==> src/rtl/multicycle_ctrl_if.sv <==
// Control bundle between the multicycle controller and its datapath.
// Instruction fields and ALU flags flow in; enables and selects flow out.
interface multicycle_ctrl_if;
  logic [6:0] op;
  logic [2:0] funct3;
  logic       funct7b5;
  logic       Zero;
  logic       V;
  logic       N;
  logic       C;
  logic       PCWrite;
  logic       AdrSrc;
  logic       IRWrite;
  logic       MemWrite;
  logic       RegWrite;
  logic [1:0] ALUSrcA;
  logic [1:0] ALUSrcB;
  logic [1:0] ResultSrc;
  logic [2:0] ImmSrc;
  logic [3:0] ALUControl;
  logic       Retire;
  logic [3:0] State;

  modport master (
    input  op, funct3, funct7b5,
    input  Zero, V, N, C,
    output PCWrite, AdrSrc, IRWrite,
    output MemWrite, RegWrite,
    output ALUSrcA, ALUSrcB, ResultSrc,
    output ImmSrc, ALUControl,
    output Retire, State
  );

  modport slave (
    output op, funct3, funct7b5,
    output Zero, V, N, C,
    input  PCWrite, AdrSrc, IRWrite,
    input  MemWrite, RegWrite,
    input  ALUSrcA, ALUSrcB, ResultSrc,
    input  ImmSrc, ALUControl,
    input  Retire, State
  );
endinterface

==> src/rtl/multicycle_ctrl.sv <==
// Multicycle RV32I main controller: state machine plus ALU,
// branch and immediate decode; outputs are Moore-decoded per state.
module multicycle_ctrl #(
  parameter bit HALT_ON_ILLEGAL = 1'b1
) (
  input  logic clk,
  input  logic reset,
  multicycle_ctrl_if.master bus
);

  typedef enum logic [3:0] {
    S_FETCH    = 4'd0,
    S_DECODE   = 4'd1,
    S_MEMADR   = 4'd2,
    S_MEMREAD  = 4'd3,
    S_MEMWB    = 4'd4,
    S_MEMWRITE = 4'd5,
    S_EXECR    = 4'd6,
    S_EXECI    = 4'd7,
    S_ALUWB    = 4'd8,
    S_BRANCH   = 4'd9,
    S_JAL      = 4'd10,
    S_LUI      = 4'd11,
    S_AUIPC    = 4'd12,
    S_ERROR    = 4'd15
  } state_t;

  localparam logic [3:0] ALU_ADD = 4'b0000;
  localparam logic [3:0] ALU_SUB = 4'b0001;

  state_t     state_q;
  state_t     state_d;
  state_t     out_st;
  logic       legal;
  logic       taken;
  logic [3:0] alu_fn;

  // Opcode classification for DECODE dispatch.
  always_comb begin
    legal = 1'b1;
    case (bus.op)
      7'b0000011, 7'b0100011,
      7'b0110011, 7'b0010011,
      7'b1100011, 7'b1101111,
      7'b0110111, 7'b0010111: legal = 1'b1;
      default:                legal = 1'b0;
    endcase
  end

  // Next-state logic; unused codes fall back to FETCH.
  always_comb begin
    state_d = state_q;
    case (state_q)
      S_FETCH:  state_d = S_DECODE;
      S_DECODE: begin
        case (bus.op)
          7'b0000011,
          7'b0100011: state_d = S_MEMADR;
          7'b0110011: state_d = S_EXECR;
          7'b0010011: state_d = S_EXECI;
          7'b1100011: state_d = S_BRANCH;
          7'b1101111: state_d = S_JAL;
          7'b0110111: state_d = S_LUI;
          7'b0010111: state_d = S_AUIPC;
          default:
            state_d = HALT_ON_ILLEGAL ?
                      S_ERROR : S_FETCH;
        endcase
      end
      S_MEMADR:
        state_d = bus.op[5] ? S_MEMWRITE
                            : S_MEMREAD;
      S_MEMREAD:  state_d = S_MEMWB;
      S_EXECR,
      S_EXECI,
      S_JAL,
      S_LUI,
      S_AUIPC:    state_d = S_ALUWB;
      S_MEMWB,
      S_MEMWRITE,
      S_ALUWB,
      S_BRANCH:   state_d = S_FETCH;
      S_ERROR:    state_d = S_ERROR;
      default:    state_d = S_FETCH;
    endcase
  end

  // State register with synchronous reset.
  always_ff @(posedge clk) begin
    if (reset) state_q <= S_FETCH;
    else       state_q <= state_d;
  end

  // ALU operation from funct fields (R-type and I-type).
  always_comb begin
    alu_fn = ALU_ADD;
    case (bus.funct3)
      3'b000: alu_fn = (bus.funct7b5 & bus.op[5])
                       ? ALU_SUB : ALU_ADD;
      3'b001: alu_fn = 4'b0110;
      3'b010: alu_fn = 4'b0101;
      3'b011: alu_fn = 4'b1001;
      3'b100: alu_fn = 4'b0100;
      3'b101: alu_fn = bus.funct7b5
                       ? 4'b0111 : 4'b1000;
      3'b110: alu_fn = 4'b0011;
      3'b111: alu_fn = 4'b0010;
      default: alu_fn = ALU_ADD;
    endcase
  end

  // Branch condition from the current-cycle flags.
  always_comb begin
    taken = 1'b0;
    case (bus.funct3)
      3'b000: taken = bus.Zero;
      3'b001: taken = ~bus.Zero;
      3'b100: taken = bus.N ^ bus.V;
      3'b101: taken = ~(bus.N ^ bus.V);
      3'b110: taken = ~bus.C;
      3'b111: taken = bus.C;
      default: taken = 1'b0;
    endcase
  end

  // Immediate format select, independent of state.
  always_comb begin
    bus.ImmSrc = 3'b000;
    case (bus.op)
      7'b0100011: bus.ImmSrc = 3'b001;
      7'b1100011: bus.ImmSrc = 3'b010;
      7'b1101111: bus.ImmSrc = 3'b011;
      7'b0110111,
      7'b0010111: bus.ImmSrc = 3'b100;
      default:    bus.ImmSrc = 3'b000;
    endcase
  end

  // Per-state outputs; reset decodes as FETCH with enables off.
  always_comb begin
    out_st         = reset ? S_FETCH : state_q;
    bus.PCWrite    = 1'b0;
    bus.AdrSrc     = 1'b0;
    bus.IRWrite    = 1'b0;
    bus.MemWrite   = 1'b0;
    bus.RegWrite   = 1'b0;
    bus.ALUSrcA    = 2'b00;
    bus.ALUSrcB    = 2'b00;
    bus.ResultSrc  = 2'b00;
    bus.ALUControl = ALU_ADD;
    bus.Retire     = 1'b0;
    case (out_st)
      S_FETCH: begin
        bus.IRWrite   = 1'b1;
        bus.ALUSrcB   = 2'b10;
        bus.ResultSrc = 2'b10;
        bus.PCWrite   = 1'b1;
      end
      S_DECODE: begin
        bus.ALUSrcA = 2'b01;
        bus.ALUSrcB = 2'b01;
        bus.Retire  = ~legal & ~HALT_ON_ILLEGAL;
      end
      S_MEMADR: begin
        bus.ALUSrcA = 2'b10;
        bus.ALUSrcB = 2'b01;
      end
      S_MEMREAD: bus.AdrSrc = 1'b1;
      S_MEMWRITE: begin
        bus.AdrSrc   = 1'b1;
        bus.MemWrite = 1'b1;
        bus.Retire   = 1'b1;
      end
      S_MEMWB: begin
        bus.ResultSrc = 2'b01;
        bus.RegWrite  = 1'b1;
        bus.Retire    = 1'b1;
      end
      S_EXECR: begin
        bus.ALUSrcA    = 2'b10;
        bus.ALUControl = alu_fn;
      end
      S_EXECI: begin
        bus.ALUSrcA    = 2'b10;
        bus.ALUSrcB    = 2'b01;
        bus.ALUControl = alu_fn;
      end
      S_ALUWB: begin
        bus.RegWrite = 1'b1;
        bus.Retire   = 1'b1;
      end
      S_BRANCH: begin
        bus.ALUSrcA    = 2'b10;
        bus.ALUControl = ALU_SUB;
        bus.PCWrite    = taken;
        bus.Retire     = 1'b1;
      end
      S_JAL: begin
        bus.ALUSrcA = 2'b01;
        bus.ALUSrcB = 2'b10;
        bus.PCWrite = 1'b1;
      end
      S_LUI: begin
        bus.ALUSrcA = 2'b11;
        bus.ALUSrcB = 2'b01;
      end
      S_AUIPC: begin
        bus.ALUSrcA = 2'b01;
        bus.ALUSrcB = 2'b01;
      end
      default: ;
    endcase
    if (reset) begin
      bus.PCWrite  = 1'b0;
      bus.IRWrite  = 1'b0;
      bus.MemWrite = 1'b0;
      bus.RegWrite = 1'b0;
      bus.Retire   = 1'b0;
    end
  end

  assign bus.State = state_q;

endmodule

==> src/flat_wrapper.sv <==
// flat-port wrapper written by rule: the top's interface ports become plain ports
module multicycle_ctrl_flat 
#(
  parameter bit HALT_ON_ILLEGAL = 1'b1
)
  (clk, reset, bus_op, bus_funct3, bus_funct7b5, bus_Zero, bus_V, bus_N, bus_C, bus_PCWrite, bus_AdrSrc, bus_IRWrite, bus_MemWrite, bus_RegWrite, bus_ALUSrcA, bus_ALUSrcB, bus_ResultSrc, bus_ImmSrc, bus_ALUControl, bus_Retire, bus_State);
  multicycle_ctrl_if bus_i ();
  input  logic clk;
  input  logic reset;
  input wire logic [$bits(bus_i.op)-1:0] bus_op;
  input wire logic [$bits(bus_i.funct3)-1:0] bus_funct3;
  input wire logic [$bits(bus_i.funct7b5)-1:0] bus_funct7b5;
  input wire logic [$bits(bus_i.Zero)-1:0] bus_Zero;
  input wire logic [$bits(bus_i.V)-1:0] bus_V;
  input wire logic [$bits(bus_i.N)-1:0] bus_N;
  input wire logic [$bits(bus_i.C)-1:0] bus_C;
  output wire logic [$bits(bus_i.PCWrite)-1:0] bus_PCWrite;
  output wire logic [$bits(bus_i.AdrSrc)-1:0] bus_AdrSrc;
  output wire logic [$bits(bus_i.IRWrite)-1:0] bus_IRWrite;
  output wire logic [$bits(bus_i.MemWrite)-1:0] bus_MemWrite;
  output wire logic [$bits(bus_i.RegWrite)-1:0] bus_RegWrite;
  output wire logic [$bits(bus_i.ALUSrcA)-1:0] bus_ALUSrcA;
  output wire logic [$bits(bus_i.ALUSrcB)-1:0] bus_ALUSrcB;
  output wire logic [$bits(bus_i.ResultSrc)-1:0] bus_ResultSrc;
  output wire logic [$bits(bus_i.ImmSrc)-1:0] bus_ImmSrc;
  output wire logic [$bits(bus_i.ALUControl)-1:0] bus_ALUControl;
  output wire logic [$bits(bus_i.Retire)-1:0] bus_Retire;
  output wire logic [$bits(bus_i.State)-1:0] bus_State;
  assign bus_i.op = bus_op;
  assign bus_i.funct3 = bus_funct3;
  assign bus_i.funct7b5 = bus_funct7b5;
  assign bus_i.Zero = bus_Zero;
  assign bus_i.V = bus_V;
  assign bus_i.N = bus_N;
  assign bus_i.C = bus_C;
  assign bus_PCWrite = bus_i.PCWrite;
  assign bus_AdrSrc = bus_i.AdrSrc;
  assign bus_IRWrite = bus_i.IRWrite;
  assign bus_MemWrite = bus_i.MemWrite;
  assign bus_RegWrite = bus_i.RegWrite;
  assign bus_ALUSrcA = bus_i.ALUSrcA;
  assign bus_ALUSrcB = bus_i.ALUSrcB;
  assign bus_ResultSrc = bus_i.ResultSrc;
  assign bus_ImmSrc = bus_i.ImmSrc;
  assign bus_ALUControl = bus_i.ALUControl;
  assign bus_Retire = bus_i.Retire;
  assign bus_State = bus_i.State;
  multicycle_ctrl #(.HALT_ON_ILLEGAL(HALT_ON_ILLEGAL)) u_core (.clk(clk), .reset(reset), .bus(bus_i));
endmodule
==> config.mk <==
export PLATFORM = sky130hd
export DESIGN_NAME = multicycle_ctrl_flat
export DESIGN_NICKNAME = d
export VERILOG_FILES = /design/src/rtl/multicycle_ctrl_if.sv /design/src/rtl/multicycle_ctrl.sv /design/src/flat_wrapper.sv
export SDC_FILE = /design/constraint.sdc
export NUM_CORES = 1
export LEC_CHECK = 0
export ABC_CLOCK_PERIOD_IN_PS = 1400
export BUFFER_PORTS_ARGS = -buffer_cell sky130_fd_sc_hd__buf_2
export CAP_MARGIN = 20
export CORE_UTILIZATION = 30
export CTS_BUF_LIST = sky130_fd_sc_hd__clkbuf_4
export DETAILED_ROUTE_END_ITERATION = 12
export GPL_TIMING_DRIVEN = 1
export PLACE_DENSITY_LB_ADDON = 0.3
export SYNTH_ARGS = -nofsm -noshare
export SYNTH_HDL_FRONTEND = slang
export SYNTH_SLANG_ARGS = --single-unit
==> constraint.sdc <==
create_clock -name clk -period 1.4 [get_ports clk]
set_input_delay 0.21 -clock clk [delete_from_list [all_inputs] [get_ports clk]]
set_output_delay 0.21 -clock clk [all_outputs]
set_load 0.02 [all_outputs]
==> results.py, run 1 <==
metrics = {
    "outcome": {
        "outcome": "finished, violations left",
        "violations": "setup timing",
    },
    "sta": {
        "fin_crit_ns": 1.683,
        "fin_hold_ws_ns": 0.3913,
        "fmax_mhz": 594.2,
        "slew_viol_final": 0,
        "slew_headroom": 0.7908,
        "setup_viol": 16,
        "tightest_slew_ns": 0.3114,
        "hold_viol": 0,
        "rsz0062_at_grt": "yes",
        "setup_slack_ns": -0.2829,
        "fin_crit_sh": 1.202,
        "fin_tns_setup_ns": -2.757,
        "fin_worst_skew_ns": 0.01168,
    },
    "routing": {
        "vias": 1140,
        "ant_nets": 0,
        "routed_wl_um": 2983,
        "drc": 0,
        "routed_via_density": 5.327,
        "drt_iter0_markers": 18,
        "first_pass_iters": 4,
        "wl_per_cell_um": 13.94,
    },
    "synth": {
        "synth_top_family_by_area": "simple AND/OR/NAND/NOR gates",
        "yosys.area_share.simple": 0.3348,
        "synth-seq-area-share": 0.09610,
        "synth_area_leaders": "dfxtp_1 9.6%, nor3_1 6.0%, buf_6 5.4%, buf_2 4.2%, nor2_1 4.1%",
        "synth_nets": 138,
        "synth_compound_area_frac": 0.3168,
        "syn_area_um2": 833.3,
        "synth.top_cell.area_share": 0.09610,
        "synthCells": 121,
        "yosysWarnings": 0,
        "synth_xor_area_frac": 0.09159,
        "yosys.area.top_type": "dfxtp_1",
        "syn_avg_cell_area_um2": 6.887,
        "ys_seq_elements": 4,
        "synthAdderAreaFrac": 0,
        "synth_cell_type_count": 44,
        "muxShareOfSynthArea": 0.01351,
    },
    "place": {
        "place_congestion": 0.8327,
        "hpwl_um": 1993,
        "place_ws_ns": -0.09015,
        "place_inst": 203,
        "place_area_um2": 1297,
        "portBuffers": 39,
    },
    "critical_path": {
        "timing.critical_path.buf_inv": 1,
        "arrival_ns": 1.47,
        "crit_family": "flip-flops",
        "max_stage_delay_ns": 0.41,
        "cp-end-kind": "primary output",
        "cp_max_fo": 8,
        "critical_path.cell_chain": "nand2b_4 > or2_4 > a211o_1 > a21oi_4 > buf_6",
        "start_kind": "flop",
        "cp_slowest_cell": "dfxtp_4",
        "worstPathRequired_ns": 1.19,
        "critPathKind": "flop to primary output",
    },
    "die": {
        "die_area_um2": 2993,
        "die_x_um": 54.71,
        "start_util": 0.3274,
        "core_area_um2": 2545,
        "io_pins": 40,
        "fp-row-count": 18,
        "fp.dieH_um": 54.71,
    },
    "clock_tree": {
        "clock_latency_ns": 0.25,
        "h-tree-depth": 1,
        "root_buffer": "clkbuf_4",
        "cts_tree": "done",
        "cts_sinks": 4,
        "cts_buffer_depth": 2,
        "cts_made_buffers": 3,
        "clkTransAtPathRegs_ns": 0.05,
    },
    "global_routing": {
        "grt_pass1_wl_um": 4636,
        "grt_max_degree": 11,
        "grt_antenna_before_repair": 0,
        "grt_usage": 0.2179,
        "grt_overflow": 0,
        "grt_pass1_vias": 1035,
    },
    "finish": {
        "regArea_um2": 90.09,
        "areaGrowthSynthToFinish_pct": 88.89,
        "multi_input_area_um2": 839.6,
        "final_area_um2": 1574,
        "nNetsFinal": 202,
        "instances_no_fill": 214,
        "num_antenna_cells": 0,
        "fillers": 212,
        "drive_gt1_frac": 0.6196,
        "largest_reg_flops": 4,
    },
    "hold_path": {
        "hold_path.class": "input port to flop",
    },
    "job": {
        "max-cap-violations": 0,
    },
    "power": {
        "powerDensity_nw_per_um2": 1850,
        "cellLeakagePower_uw": 0.0006825,
        "ir_drop_uv": 1303,
    },
}
-- placed cells by master (no fill, tap or decap), types with 3 or more instances in the layout --
cell type	instances
nand3_1	3
buf_2	24
clkbuf_4	4
nor3_1	6
nand2b_1	3
a31oi_1	4
nand2_1	7
buf_4	37
nor2_1	7
o21ai_0	4
buf_6	9
nor3_2	4
inv_1	5
a21oi_1	4
o21ai_1	3
nand2b_4	3
-- power breakdown --
group	switching [uW]	total (uW)	internal, uW
Sequential	91.0	277	186
Combinational	1200	2450	1240
Clock	61.0	188	127
-- synth_stat cells --
library cell and n:
o32ai_1 1, nand4_1 2, o221a_2 1, xnor2_1 3, nor2_1 9, nor4b_1 1, or2_1 1, o21ai_0 6
o22ai_1 1, xor2_1 3, o21ba_2 1, nand3_1 5, buf_6 4, o21a_1 1, xor3_1 1, a22o_1 1
nand3b_1 2, o32a_1 1, a21oi_1 6, a211oi_1 3, a211o_1 2, nor3b_1 2, o21ai_1 2, a21boi_0 1
clkbuf_2 1, a32oi_1 1, nor4_1 2, nand2b_1 5, a31oi_1 4, nor2_2 1, nor3_1 10, mux2_2 1
and4b_1 1, inv_1 6, nand2_1 7, nand2b_4 1, dfxtp_1 4, a221oi_1 1, or2_2 1, buf_4 2
a311oi_1 3, nor2b_1 1, o31ai_1 2, buf_2 7
-- stage by stage --
stage	util	power, uW
detailed placement	0.5098	2115
global placement	0.5098	2094
finish	0.6185	2912
floorplan	-	1550
CTS	0.6013	2726
global route	0.6185	3096
-- kinds of logic (layout without fill, tap and decap cells) --
kind of cell | count (synthesis) | count (layout)
AOI/OAI and AO/OA | 38 | 38
DFF | 4 | 4
xor gates and xnor gates | 7 | 7
buffers and inverters | 20 | 83
and+or+nand+nor | 51 | 51
muxes | 1 | 1
-- worst register-to-register path, delay by kind of cell, from the launching register on --
| kind | cells | cell delay [ns] |
|---|---|---|
| AOI/OAI and AO/OA | 3 | 0.52 |
| buffers and inverters | 1 | 0.17 |
| DFF | 1 | 0.38 |
| and+or+nand+nor | 1 | 0.15 |
-- final cells by class --
cell class	instances	share of cell area
timing repair buffer	73	0.3521
clock buffer	4	0.01908
tap	30	0.02385
inverter	6	0.01431
sequential	4	0.05723
multi-input combinational	97	0.5334
-- per-layer routing --
metal / global-route usage / part of all wire
met5: 0 / 0
met4: 0.04701 / 0.0027
met3: 0.06389 / 0.056
met2: 0.3695 / 0.49
met1: 0.2675 / 0.45
-- path summary, 6_finish.rpt --
check        depth (start not counted)                      startpoint                        endpoint  slack (ns)
max                                  5  u_core.bus.State[1]$_SDFF_PP0_               bus_ALUControl[2]       -0.28
min                                  4                       bus_op[4]  u_core.bus.State[0]$_SDFF_PP0_        0.39
max reg2reg                          5  u_core.bus.State[1]$_SDFF_PP0_  u_core.bus.State[3]$_SDFF_PP0_        0.08
min reg2reg                          3  u_core.bus.State[3]$_SDFF_PP0_  u_core.bus.State[0]$_SDFF_PP0_        0.70
-- timing repair --
item,CTS,global route
pin swaps,8,6
hold buffers,0,0
setup endpoints to repair,16,17
resized for setup,39,9
buffers inserted,7,0
Power figures use the tool's default switching activity.
==> inputs of run 2 (changes only) <==
- MAX_ROUTING_LAYER: not set -> met4
- RECOVER_POWER: not set -> 25
==> results.py, run 2 (same netlist as run 1, synthesis figures left out) <==
metrics = {
    "place": {
        "place_ws_ns": -0.09015,
        "place_area_um2": 1297,
        "portBuffers": 39,
        "hpwl_um": 1993,
        "place_congestion": 0.8454,
    },
    "die": {
        "io_pins": 40,
        "core_area_um2": 2545,
        "die_area_um2": 2993,
        "die_x_um": 54.71,
        "start_util": 0.3274,
        "fp-row-count": 18,
        "fp.dieH_um": 54.71,
    },
    "sta": {
        "setup_slack_ns": -0.2828,
        "rsz0062_at_grt": "yes",
        "hold_viol": 0,
        "slew_headroom": 0.7908,
        "setup_viol": 16,
        "fin_hold_ws_ns": 0.3914,
        "tightest_slew_ns": 0.3114,
        "fin_crit_sh": 1.202,
        "slew_viol_final": 0,
        "fin_worst_skew_ns": 0.01168,
        "fmax_mhz": 594.3,
        "fin_crit_ns": 1.683,
    },
    "finish": {
        "largest_reg_flops": 4,
        "num_antenna_cells": 0,
        "final_area_um2": 1572,
        "areaGrowthSynthToFinish_pct": 88.59,
        "drive_gt1_frac": 0.6087,
        "final_common_cell": "buf_4",
        "layout_common_cells": "37 x buf_4, 22 x buf_2, 9 x buf_6",
        "nNetsFinal": 202,
        "final_util": 0.6175,
    },
    "critical_path": {
        "cp_max_fo": 8,
        "critPathKind": "flop to primary output",
        "arrival_ns": 1.47,
        "cp_slowest_cell": "dfxtp_4",
        "rr_startpoint": "u_core.bus.State[1]$_SDFF_PP0_",
        "r2r_cells": 5,
        "timing.critical_path.buf_inv": 1,
        "start_kind": "flop",
        "r2r_end": "u_core.bus.State[3]$_SDFF_PP0_",
        "crit_family": "flip-flops",
        "worstPathRequired_ns": 1.19,
        "cp-endpoint": "bus_ALUControl[2]",
        "cp-end-kind": "primary output",
        "max_stage_delay_ns": 0.41,
        "critical_path.cell_chain": "nand2b_4 > or2_4 > a211o_1 > a21oi_4 > buf_6",
        "r2r_slack_ns": 0.08,
        "crit_cells": 5,
        "crit_start": "u_core.bus.State[1]$_SDFF_PP0_",
    },
    "power": {
        "cellLeakagePower_uw": 0.0006743,
        "finalPower_uw": 2908,
        "ir_drop_uv": 1300,
        "powerDensity_nw_per_um2": 1851,
    },
    "clock_tree": {
        "h-tree-depth": 1,
        "cts_made_buffers": 3,
        "clkTransAtPathRegs_ns": 0.05,
        "cts_tree": "done",
        "clock_latency_ns": 0.25,
        "hold_buffers": 0,
        "root_buffer": "clkbuf_4",
        "cts_sinks": 4,
        "cts_buffer_depth": 2,
    },
    "global_routing": {
        "grt_max_degree": 11,
        "grt_overflow": 0,
        "grt_pass1_wl_um": 4636,
        "grt_usage": 0.2240,
        "grt_antenna_before_repair": 0,
        "grt_pass1_vias": 1037,
    },
    "routing": {
        "routed_wl_um": 2984,
        "drt_iter0_markers": 18,
        "ant_nets": 0,
        "routed_via_density": 5.327,
        "wl_per_cell_um": 13.94,
        "vias": 1140,
        "drc": 0,
        "first_pass_iters": 4,
    },
    "hold_path": {
        "hold_path.class": "input port to flop",
    },
    "outcome": {
        "outcome": "finished, violations left",
        "violations": "setup timing",
    },
    "job": {
        "max-cap-violations": 0,
    },
}
run 2: cell type report:
type	count	area, um^2
clock buffers	4	30.03
fillers	213	973.4
inverters	6	22.52
multi-input cells	97	839.6
flip-flops and latches	4	90.09
well taps	30	37.54
repair buffers	73	551.8
run 2: where the power goes:
| group | leakage [uW] | switching, uW | internal, uW | total (uW) |
|---|---|---|---|---|
| registers | 0.0000350 | 91.0 | 186 | 277 |
| clock network | 0.0000184 | 61.0 | 127 | 188 |
| logic | 0.000621 | 1200 | 1240 | 2440 |
| total | 0.000674 | 1350 | 1550 | 2910 |
run 2: what timing repair did:
action / in CTS / in global routing
setup endpoints to repair: 16 / 17
hold endpoints to repair: 0 / 0
pin swaps: 8 / 6
gates resized for setup: 39 / 9
buffers inserted: 7 / 0
run 2: worst reg2reg max path, delay by kind of cell (launching register included):
kind                   cells  cell delay (ns)
AND/OR/NAND/NOR            1             0.15
AO/OA/AOI/OAI              3             0.52
buffers and inverters      1             0.17
flip-flops                 1             0.38
run 2: layer usage:
metal  part of all wire  GRT usage  vias up
met5                  0          -        -
met4             0.0027    0.04701        0
met3              0.054    0.06111        2
met2               0.49     0.3695       26
met1               0.45     0.2692      536
li1                   -          -      576
run 2: worst min-delay path by stage:
stage                     depth (start not counted)  slack, ns                      startpoint                             end
after floorplan                                   2       0.41                           reset  u_core.bus.State[1]$_SDFF_PP0_
after global routing                              4       0.41                       bus_op[4]  u_core.bus.State[0]$_SDFF_PP0_
after global placement                            2       0.60  u_core.bus.State[1]$_SDFF_PP0_  u_core.bus.State[3]$_SDFF_PP0_
after detailed placement                          2       0.59  u_core.bus.State[1]$_SDFF_PP0_  u_core.bus.State[3]$_SDFF_PP0_
after CTS                                         4       0.37                       bus_op[4]  u_core.bus.State[0]$_SDFF_PP0_
final                                             4       0.39                       bus_op[4]  u_core.bus.State[0]$_SDFF_PP0_
run 2: stage by stage:
step	instances	setup TNS, ns
after floorplan	121	-0.1227
after global placement	203	-0.1707
after detailed placement	203	-0.1608
after CTS	214	-2.806
after global routing	214	-3.873
final	214	-2.755
==> inputs of run 3 (changes only) <==
- SKIP_LAST_GASP: not set -> 1
==> results.py, run 3 (same netlist as run 1, synthesis figures left out) <==
metrics = {
    "finish": {
        "final_area_um2": 1556,
        "layout_common_cells": "38 x buf_4, 22 x buf_2, 8 x buf_6",
        "nNetsFinal": 202,
        "final_common_cell": "buf_4",
        "largest_reg_flops": 4,
        "areaGrowthSynthToFinish_pct": 86.79,
        "num_antenna_cells": 0,
        "fillers": 217,
        "final_util": 0.6116,
        "drive_gt1_frac": 0.6033,
    },
    "sta": {
        "rsz0062_at_grt": "yes",
        "fmax_mhz": 594.1,
        "fin_crit_ns": 1.683,
        "fin_hold_ws_ns": 0.3923,
        "slew_headroom": 0.7908,
        "tightest_slew_ns": 0.3114,
        "fin_worst_skew_ns": 0.01219,
        "fin_crit_sh": 1.202,
        "slew_viol_final": 0,
        "setup_slack_ns": -0.2832,
        "setup_viol": 16,
        "hold_viol": 0,
    },
    "clock_tree": {
        "h-tree-depth": 1,
        "clock_latency_ns": 0.25,
        "cts_made_buffers": 3,
        "clkTransAtPathRegs_ns": 0.05,
        "cts_tree": "done",
        "cts_buffer_depth": 2,
        "cts_sinks": 4,
        "root_buffer": "clkbuf_4",
    },
    "routing": {
        "drt_iter0_markers": 15,
        "vias": 1140,
        "first_pass_iters": 6,
        "wl_per_cell_um": 13.77,
        "routed_via_density": 5.327,
        "ant_nets": 0,
        "drc": 0,
        "routed_wl_um": 2947,
    },
    "global_routing": {
        "grt_antenna_before_repair": 0,
        "grt_max_degree": 11,
        "grt_overflow": 0,
        "grt_pass1_wl_um": 4616,
        "grt_pass1_vias": 1025,
        "grt_usage": 0.2229,
    },
    "critical_path": {
        "arrival_ns": 1.47,
        "start_kind": "flop",
        "cp-end-kind": "primary output",
        "cp_max_fo": 8,
        "critPathKind": "flop to primary output",
        "worstPathRequired_ns": 1.19,
    },
    "die": {
        "start_util": 0.3274,
        "io_pins": 40,
        "fp-row-count": 18,
        "core_area_um2": 2545,
        "die_area_um2": 2993,
        "die_x_um": 54.71,
        "fp.dieH_um": 54.71,
    },
    "hold_path": {
        "hold_path.class": "input port to flop",
    },
    "power": {
        "ir_drop_uv": 1267,
        "powerDensity_nw_per_um2": 1829,
        "cellLeakagePower_uw": 0.0006719,
    },
    "place": {
        "portBuffers": 39,
        "place_area_um2": 1297,
        "hpwl_um": 1993,
        "place_congestion": 0.8454,
    },
    "job": {
        "max-cap-violations": 0,
    },
    "outcome": {
        "outcome": "finished, violations left",
        "violations": "setup timing",
    },
}
==> run 3: changes by cell type in the layout (fill, tap and decap cells not counted) <==
cell	delta
buf_4	+1
inv_1	+1
inv_2	-1
xnor2_4	-1
buf_6	-1
xnor2_2	+1
==> run 3: per-layer routing <==
layer | part of all wire | GRT usage
met5 | 0 | -
met4 | 0.0027 | 0.04701
met3 | 0.060 | 0.06111
met2 | 0.48 | 0.3635
met1 | 0.46 | 0.2708
==> run 3: metrics by stage <==
stage	setup WS (ns)	power [uW]	TNS, ns	cells
2_1_floorplan	-0.05497	1550	-0.1227	121
3_3_place_gp	-0.05829	2094	-0.1707	203
3_5_place_dp	-0.09015	2115	-0.1608	203
4_1_cts	-0.2788	2726	-2.814	214
5_1_grt	-0.3456	3040	-3.881	214
6_report	-0.2832	2847	-2.800	214
==> run 3: final cells by class <==
| cell class | count | area (um^2) | share of cell area |
|---|---|---|---|
| flip-flops and latches | 4 | 90.09 | 0.05788 |
| inverters | 6 | 22.52 | 0.01447 |
| repair buffers | 73 | 548.0 | 0.3521 |
| multi-input cells | 97 | 828.3 | 0.5322 |
| clock buffers | 4 | 30.03 | 0.01929 |
| well taps | 30 | 37.54 | 0.02412 |
==> run 3: where the power goes <==
group | switching (uW) | total [uW] | internal (uW) | leakage [uW]
sequential | 88.0 | 274 | 186 | 0.0000350
combinational | 1180 | 2380 | 1200 | 0.000618
clock | 62.0 | 189 | 127 | 0.0000184
total | 1330 | 2850 | 1520 | 0.000672
==> run 3: timing repair <==
item / CTS / global route
hold endpoints to repair: 0 / 0
gates resized for setup: 38 / 7
pin swaps: 8 / 6
hold buffers: 0 / 0
setup endpoints to repair: 16 / 17
buffers inserted: 7 / 0
cloned: 0 / 0
==> run 3: worst paths after layout <==
check / start / to / slack (ns) / cells after the start
worst min register to register: u_core.bus.State[3]$_SDFF_PP0_ / u_core.bus.State[0]$_SDFF_PP0_ / 0.70 / 3
worst max-delay path: u_core.bus.State[1]$_SDFF_PP0_ / bus_ALUControl[2] / -0.28 / 5
worst min-delay path: bus_op[4] / u_core.bus.State[0]$_SDFF_PP0_ / 0.39 / 4
worst max register to register: u_core.bus.State[1]$_SDFF_PP0_ / u_core.bus.State[3]$_SDFF_PP0_ / 0.07 / 5
==> run 3: critical path, cell delays in order (launching register included) <==
cell and delay (ns):
dfxtp_4 0.41, nand2b_4 0.07, or2_4 0.23, a211o_1 0.26, a21oi_4 0.12, buf_6 0.12
